$ cat src/rtl/herculesae_vx_sha1sched.sv
// -----------------------------------------------------------------------------
// herculesae_vx_sha1sched
//
// SHA-1 message-schedule / round-feed engine. Accepts one 512-bit message block
// and then streams the 80 round words t2 = W[t] + K[t] (mod 2^32) to a round
// consumer over a valid/ready handshake. Each word carries a one-hot round
// function select (choose / parity / majority) and cpm = 1.
//
// The schedule expansion W[16..79] is done in place in a 16-entry circular
// buffer: the word produced for round t overwrites slot t%16 when it is
// consumed, which is exactly the slot that round t+16 will need as W[t].
//
// Ports
//   clk         in   1    clock, all state on rising edge
//   reset_n     in   1    asynchronous active-low reset
//   blk_valid   in   1    message block offered
//   blk_ready   out  1    engine can accept a block (IDLE)
//   blk_data    in   512  W[i] = blk_data[32*i+31:32*i], i = 0..15
//   flush       in   1    synchronous abort of the current block
//   w_valid     out  1    round word valid
//   w_ready     in   1    consumer accepts round word
//   w_t2        out  32   W[t] + K[t] mod 2^32
//   w_round     out  7    round index t
//   w_choose    out  1    round function select, t in 0..19
//   w_parity    out  1    round function select, t in 20..39 or 60..79
//   w_majority  out  1    round function select, t in 40..59
//   w_cpm       out  1    equals w_valid
//   w_last      out  1    w_valid and t == 79
// -----------------------------------------------------------------------------
module herculesae_vx_sha1sched #(
    parameter logic [31:0] K0 = 32'h5A827999,
    parameter logic [31:0] K1 = 32'h6ED9EBA1,
    parameter logic [31:0] K2 = 32'h8F1BBCDC,
    parameter logic [31:0] K3 = 32'hCA62C1D6
) (
    input  logic         clk,
    input  logic         reset_n,
    input  logic         blk_valid,
    output logic         blk_ready,
    input  logic [511:0] blk_data,
    input  logic         flush,
    output logic         w_valid,
    input  logic         w_ready,
    output logic [31:0]  w_t2,
    output logic [6:0]   w_round,
    output logic         w_choose,
    output logic         w_parity,
    output logic         w_majority,
    output logic         w_cpm,
    output logic         w_last
);

    typedef enum logic {
        IDLE = 1'b0,
        RUN  = 1'b1
    } state_t;

    state_t      state_q, state_d;
    logic [6:0]  t_q, t_d;

    logic [31:0] buf_q [16];

    logic [3:0]  ptr;
    logic [3:0]  ptr_m3, ptr_m8, ptr_m14;
    logic [31:0] mix;
    logic [31:0] w_cur;
    logic [31:0] k_cur;
    logic        is_run;
    logic        load_blk;
    logic        wr_en;

    // Pointer arithmetic wraps naturally in 4 bits (mod 16).
    assign ptr     = t_q[3:0];
    assign ptr_m3  = ptr - 4'd3;
    assign ptr_m8  = ptr - 4'd8;
    assign ptr_m14 = ptr - 4'd14;

    // Slot ptr still holds W[t-16] here; it becomes W[t] once consumed.
    assign mix   = buf_q[ptr_m3] ^ buf_q[ptr_m8] ^ buf_q[ptr_m14] ^ buf_q[ptr];
    assign w_cur = (t_q < 7'd16) ? buf_q[ptr] : {mix[30:0], mix[31]};

    always_comb begin
        k_cur = K3;
        if (t_q < 7'd20) begin
            k_cur = K0;
        end else if (t_q < 7'd40) begin
            k_cur = K1;
        end else if (t_q < 7'd60) begin
            k_cur = K2;
        end
    end

    assign is_run   = (state_q == RUN);
    // flush wins over both handshakes: no load, no buffer write.
    assign load_blk = (state_q == IDLE) & blk_valid & ~flush;
    assign wr_en    = is_run & w_ready & ~flush;

    // -------------------------------------------------------------------------
    // Circular W buffer, one register per slot.
    // -------------------------------------------------------------------------
    generate
        for (genvar gi = 0; gi < 16; gi++) begin : g_buf
            logic [31:0] entry_q;

            always_ff @(posedge clk or negedge reset_n) begin
                if (!reset_n) begin
                    entry_q <= 32'd0;
                end else if (load_blk) begin
                    entry_q <= blk_data[32*gi +: 32];
                end else if (wr_en && (ptr == 4'(gi))) begin
                    entry_q <= w_cur;
                end
            end

            assign buf_q[gi] = entry_q;
        end
    endgenerate

    // -------------------------------------------------------------------------
    // FSM state register
    // -------------------------------------------------------------------------
    always_ff @(posedge clk or negedge reset_n) begin
        if (!reset_n) begin
            state_q <= IDLE;
            t_q     <= 7'd0;
        end else begin
            state_q <= state_d;
            t_q     <= t_d;
        end
    end

    // -------------------------------------------------------------------------
    // Next-state logic
    // -------------------------------------------------------------------------
    always_comb begin
        state_d = state_q;
        t_d     = t_q;
        if (flush) begin
            state_d = IDLE;
            t_d     = 7'd0;
        end else begin
            case (state_q)
                IDLE: begin
                    if (blk_valid) begin
                        state_d = RUN;
                        t_d     = 7'd0;
                    end
                end
                RUN: begin
                    if (w_ready) begin
                        if (t_q == 7'd79) begin
                            state_d = IDLE;
                            t_d     = 7'd0;
                        end else begin
                            t_d = t_q + 7'd1;
                        end
                    end
                end
                default: begin
                    state_d = IDLE;
                    t_d     = 7'd0;
                end
            endcase
        end
    end

    // -------------------------------------------------------------------------
    // Outputs: functions of registered state only.
    // -------------------------------------------------------------------------
    always_comb begin
        blk_ready  = (state_q == IDLE);
        w_valid    = is_run;
        w_cpm      = is_run;
        w_round    = t_q;
        w_t2       = 32'd0;
        w_choose   = 1'b0;
        w_parity   = 1'b0;
        w_majority = 1'b0;
        w_last     = 1'b0;
        if (is_run) begin
            w_t2       = w_cur + k_cur;
            w_choose   = (t_q < 7'd20);
            w_majority = (t_q >= 7'd40) && (t_q < 7'd60);
            w_parity   = ~w_choose & ~w_majority;
            w_last     = (t_q == 7'd79);
        end
    end

endmodule

$ cat config.mk
export PLATFORM = sky130hd
export DESIGN_NAME = herculesae_vx_sha1sched
export DESIGN_NICKNAME = d
export VERILOG_FILES = /design/src/rtl/herculesae_vx_sha1sched.sv
export SDC_FILE = /design/constraint.sdc
export NUM_CORES = 2
export LEC_CHECK = 0
export BUFFER_PORTS_ARGS = -buffer_cell sky130_fd_sc_hd__buf_2
export CELL_PAD_IN_SITES_DETAIL_PLACEMENT = 0
export CELL_PAD_IN_SITES_GLOBAL_PLACEMENT = 2
export CORE_MARGIN = 2
export CORE_UTILIZATION = 34
export CTS_CLUSTER_DIAMETER = 30
export DETAILED_ROUTE_END_ITERATION = 10
export PLACE_DENSITY_LB_ADDON = 0.1
export SLEW_MARGIN = 30
export SYNTH_ARGS = -nofsm -noshare
export SYNTH_HDL_FRONTEND = slang
export SYNTH_SLANG_ARGS = --single-unit
$ cat constraint.sdc
create_clock -name clk -period 9.6 [get_ports clk]
set_input_delay 2.88 -clock clk [delete_from_list [all_inputs] [get_ports clk]]
set_output_delay 2.88 -clock clk [all_outputs]
set_load 0.05 [all_outputs]
==> results_dict.tcl <==
set metrics [dict create \
    outcome "completed" \
    synth.mux.area_fraction_pct 31.4 \
    ys_seq_area_share_pct 34.9 \
    start_util_pct 34.3 \
    synth_fa_ha_area_share_pct 1.19 \
    cp_max_fo 6 \
    slew_viol_final 0 \
    wl_um 182000 \
    overflow 0 \
    synth_top_family_by_area "multiplexers" \
    worstSetupPathType "flip-flop to output pin" \
    first_pass_iters 6 \
    first_iter_violations 3477 \
    hold_violations 0 \
    yosys.area_share.simple_pct 10.8 \
    cellLeakagePower_nw 21.3 \
    synth.area.top_cells "dfrtp_1 35%, mux4_2 27%, nand2_1 8.4%" \
    whs_path_depth 2 \
    worst_setup_path_start_kind "flip-flop" \
    core_area_um2 109000 \
    skew_ns 0.0199 \
    worstHoldStart "g_buf[8].entry_q[0]$_DFFE_PN0P_" \
    grt_pass1_vias 34700 \
    max-vdd-ir-drop_uv 157 \
    grt_setup_unrepaired "false" \
    synth_edf_count 0 \
    fin_crit_sh_pct 97.7 \
    worst_pin_slew_ns 1.12 \
    setup_viol 0 \
    grt_use_total_pct 32.1 \
    numClockSinks 520 \
    grt_pass1_wl_um 258000 \
    fin_nets 4519 \
    port_buffers 562 \
    ff2ff_path_depth 14 \
    die_h_um 335 \
    drcViolationCount 0 \
    root_buffer "clkbuf_16" \
    fillCellCount 10300 \
    synth_seq_cells 520 \
    netlist-cell-type-count 72 \
    min_to "g_buf[8].entry_q[0]$_DFFE_PN0P_" \
    relSlewSlack_pct 25.3 \
    finalCriticalPeriod_ns 9.38 \
    syn_avg_cell_area_um2 10.9 \
    rrSetupSlack_ns 4.87 \
    max_cap_violations 0 \
    synthXorXnorAreaFrac_pct 3.55 \
    grt_max_degree 173 \
    hp-class "flip-flop to flip-flop" \
    ant_nets 0 \
    clock_latency_ns 0.75 \
    ios 563 \
    post-place-cells 5187 \
    p_per_area_nw_per_um2 238 \
    synth_compound_area_share_pct 13.8 \
    yosys_most_used_dff "dfrtp_1" \
    gp_congestion 0.900 \
    syn2layout_area_growth_pct 29.3 \
    hold_ws_ns 0.528 \
    drive_gt1_share_pct 37.0 \
    synth_top_area_share_pct 34.9 \
    syn_area_um2 37300 \
    ys_async_sr_fraction_pct 100 \
    cts_hold_buffers 0 \
    r2r-start "w_round[1]$_DFFE_PN0P_" \
    cts_buffers 165 \
    syn_inst 3430 \
    die_area_um2 112000 \
    htree_levels 4 \
    synth_nets 3982 \
    detailroute.via_count 34000 \
    cts_tree "built" \
    yosysTopAreaCell "dfrtp_1" \
    clk_pin_slew_ns 0.04 \
    num_rows 121 \
    arrival_ns 6.50 \
    dp_hpwl_um 124000 \
    cts_buffer_depth 3 \
    cp.required_ns 6.72 \
    crit_path_end_kind "output pin" \
    wire_per_inst_um 33.1 \
    die_x_um 335 \
    worstReg2RegEnd "g_buf[3].entry_q[25]$_DFFE_PN0P_" \
    clock.fmax_mhz 107 \
    antenna_found_initial 2 \
    avgViaCountPerCell 6.17 \
    final_cells 5513 \
    yosys_warnings 0 \
]
[final cells by class]
class / instances / area [µm²] / area share, %
well taps: 1414 / 1770 / 3.67
repair buffers: 693 / 4480 / 9.27
inverters: 26 / 100 / 0.207
clock buffers: 223 / 4710 / 9.76
flip-flops and latches: 520 / 13000 / 27.0
multi-input cells: 2561 / 23200 / 48.1
clock inverters: 75 / 967 / 2.00
diodes: 1 / 2.50 / 0.00518
[how the worst max path moves through the flow]
stage          endpoint  slack, ns              startpoint  cells past startpoint
3_5_place_dp   w_t2[30]       0.13  w_round[0]$_DFFE_PN0P_                     19
2_1_floorplan  w_t2[28]     -0.003  w_round[1]$_DFFE_PN0P_                     28
5_1_grt        w_t2[24]       0.01  w_round[1]$_DFFE_PN0P_                     21
3_3_place_gp   w_t2[31]       0.28  w_round[0]$_DFFE_PN0P_                     17
4_1_cts        w_t2[30]       0.04  w_round[0]$_DFFE_PN0P_                     21
6_report       w_t2[27]       0.22  w_round[1]$_DFFE_PN0P_                     22
[synth_stat cells, drive strengths merged, types with 5 or more instances]
library cell,n
a211oi,8
a21o,13
a21oi,95
a22oi,417
a31oi,6
and2,15
buf,141
clkbuf,182
dfrtp,520
ha,34
inv,26
mux2i,157
mux4,449
nand2,840
nand2b,24
nand3,5
nand4,8
nor2,84
nor2b,6
nor3,13
o21ai,192
xnor2,110
xor2,31
[layer usage]
| metal | global-route usage (%) | up-vias | part of all wire, % |
|---|---|---|---|
| met5 | 0 | - | 0 |
| met4 | 14.2 | 0 | 4.6 |
| met3 | 7.02 | 378 | 8.4 |
| met2 | 51.3 | 1909 | 47 |
| met1 | 41.7 | 17600 | 40 |
| li1 | - | 14100 | - |
[cells in the final DEF (no fill, tap or decap), types with 6 or more instances in the layout]
| master | netlist | final |
|---|---|---|
| buf_12 | 0 | 27 |
| bufinv_16 | 0 | 20 |
| nor3_1 | 13 | 7 |
| mux2i_1 | 157 | 155 |
| a21o_1 | 13 | 13 |
| a21oi_4 | 2 | 16 |
| nor2_1 | 84 | 69 |
| clkbuf_1 | 182 | 24 |
| xor2_1 | 30 | 30 |
| nand4_1 | 8 | 8 |
| buf_2 | 56 | 544 |
| a22oi_1 | 417 | 417 |
| dfrtp_1 | 520 | 516 |
| buf_16 | 0 | 8 |
| buf_4 | 41 | 101 |
| o21ai_0 | 119 | 118 |
| a211oi_1 | 8 | 7 |
| mux4_2 | 448 | 448 |
| inv_1 | 24 | 23 |
| nand2b_1 | 24 | 24 |
| a21oi_2 | 22 | 11 |
| and2_1 | 13 | 8 |
| xnor2_1 | 108 | 106 |
| nand2_1 | 840 | 837 |
| clkbuf_16 | 0 | 170 |
| o21ai_1 | 71 | 70 |
| clkinv_2 | 0 | 40 |
| nor2_4 | 0 | 14 |
| clkbuf_8 | 0 | 32 |
| nor2b_1 | 6 | 6 |
| ha_1 | 34 | 29 |
| a21oi_1 | 71 | 68 |
[critical path: stages, from the launching register on]
cell       delay, ns
dfrtp_4         0.46
inv_4           0.09
ha_4            0.34
buf_4           0.16
buf_4           0.16
mux4_2          0.53
mux4_2          0.49
xnor2_1         0.19
xnor2_1         0.10
a21oi_2         0.37
ha_1            0.28
o21ai_0         0.12
a22oi_1         0.25
a21oi_2         0.13
a2111oi_2       0.42
o31a_1          0.17
o31a_1          0.36
a41oi_2         0.26
buf_4           0.21
nor2_1          0.10
o211ai_1        0.10
a31oi_2         0.29
buf_12          0.17
[where the power goes]
part           leakage (nW)  switching [W]  internal [W]  total (W)
logic                  12.0        0.00154       0.00136    0.00291
clock network          2.82        0.00161       0.00391    0.00552
registers              6.47       0.000503       0.00256    0.00307
[through the flow]
stage / util, % / total power, W / setup WS [ns] / TNS (ns) / instance area (µm²)
after global placement: 38.5 / 0.00579 / 0.280 / 0 / 41900
after floorplan: - / 0.00480 / -0.00348 / -0.00348 / 37600
after detailed placement: 38.6 / 0.00587 / 0.128 / 0 / 42000
final: 44.3 / 0.0115 / 0.220 / 0 / 48300
after CTS: 44.1 / 0.0115 / 0.0373 / 0 / 48000
after global routing: 44.3 / 0.0119 / 0.0129 / 0 / 48300
[logic make-up (layout without fill, tap and decap cells)]
| group | after synthesis | in the layout |
|---|---|---|
| and+or+nand+nor | 1014 | 1014 |
| AOI/OAI and AO/OA | 759 | 759 |
| muxes | 610 | 610 |
| DFF | 520 | 520 |
| buffers and inverters | 349 | 1017 |
| xor gates and xnor gates | 143 | 143 |
| adders and majority gates | 35 | 35 |
| other | 0 | 1 |
[sequential cells by signal, indices dropped and copies added, names as in the netlist]
| name | count |
|---|---|
| g_buf.entry_q | 512 |
| w_round | 7 |
| w_cpm | 1 |
[repair_timing]
item / in CTS / in global routing
pin swaps: 14 / 4
gates cloned: 2 / 3
endpoints found under the setup margin: 16 / 8
endpoints found under the hold margin: 0 / 0
setup buffers: 16 / 5
gates resized for setup: 16 / 23
Note: power is estimated with default switching activity, not from simulation.
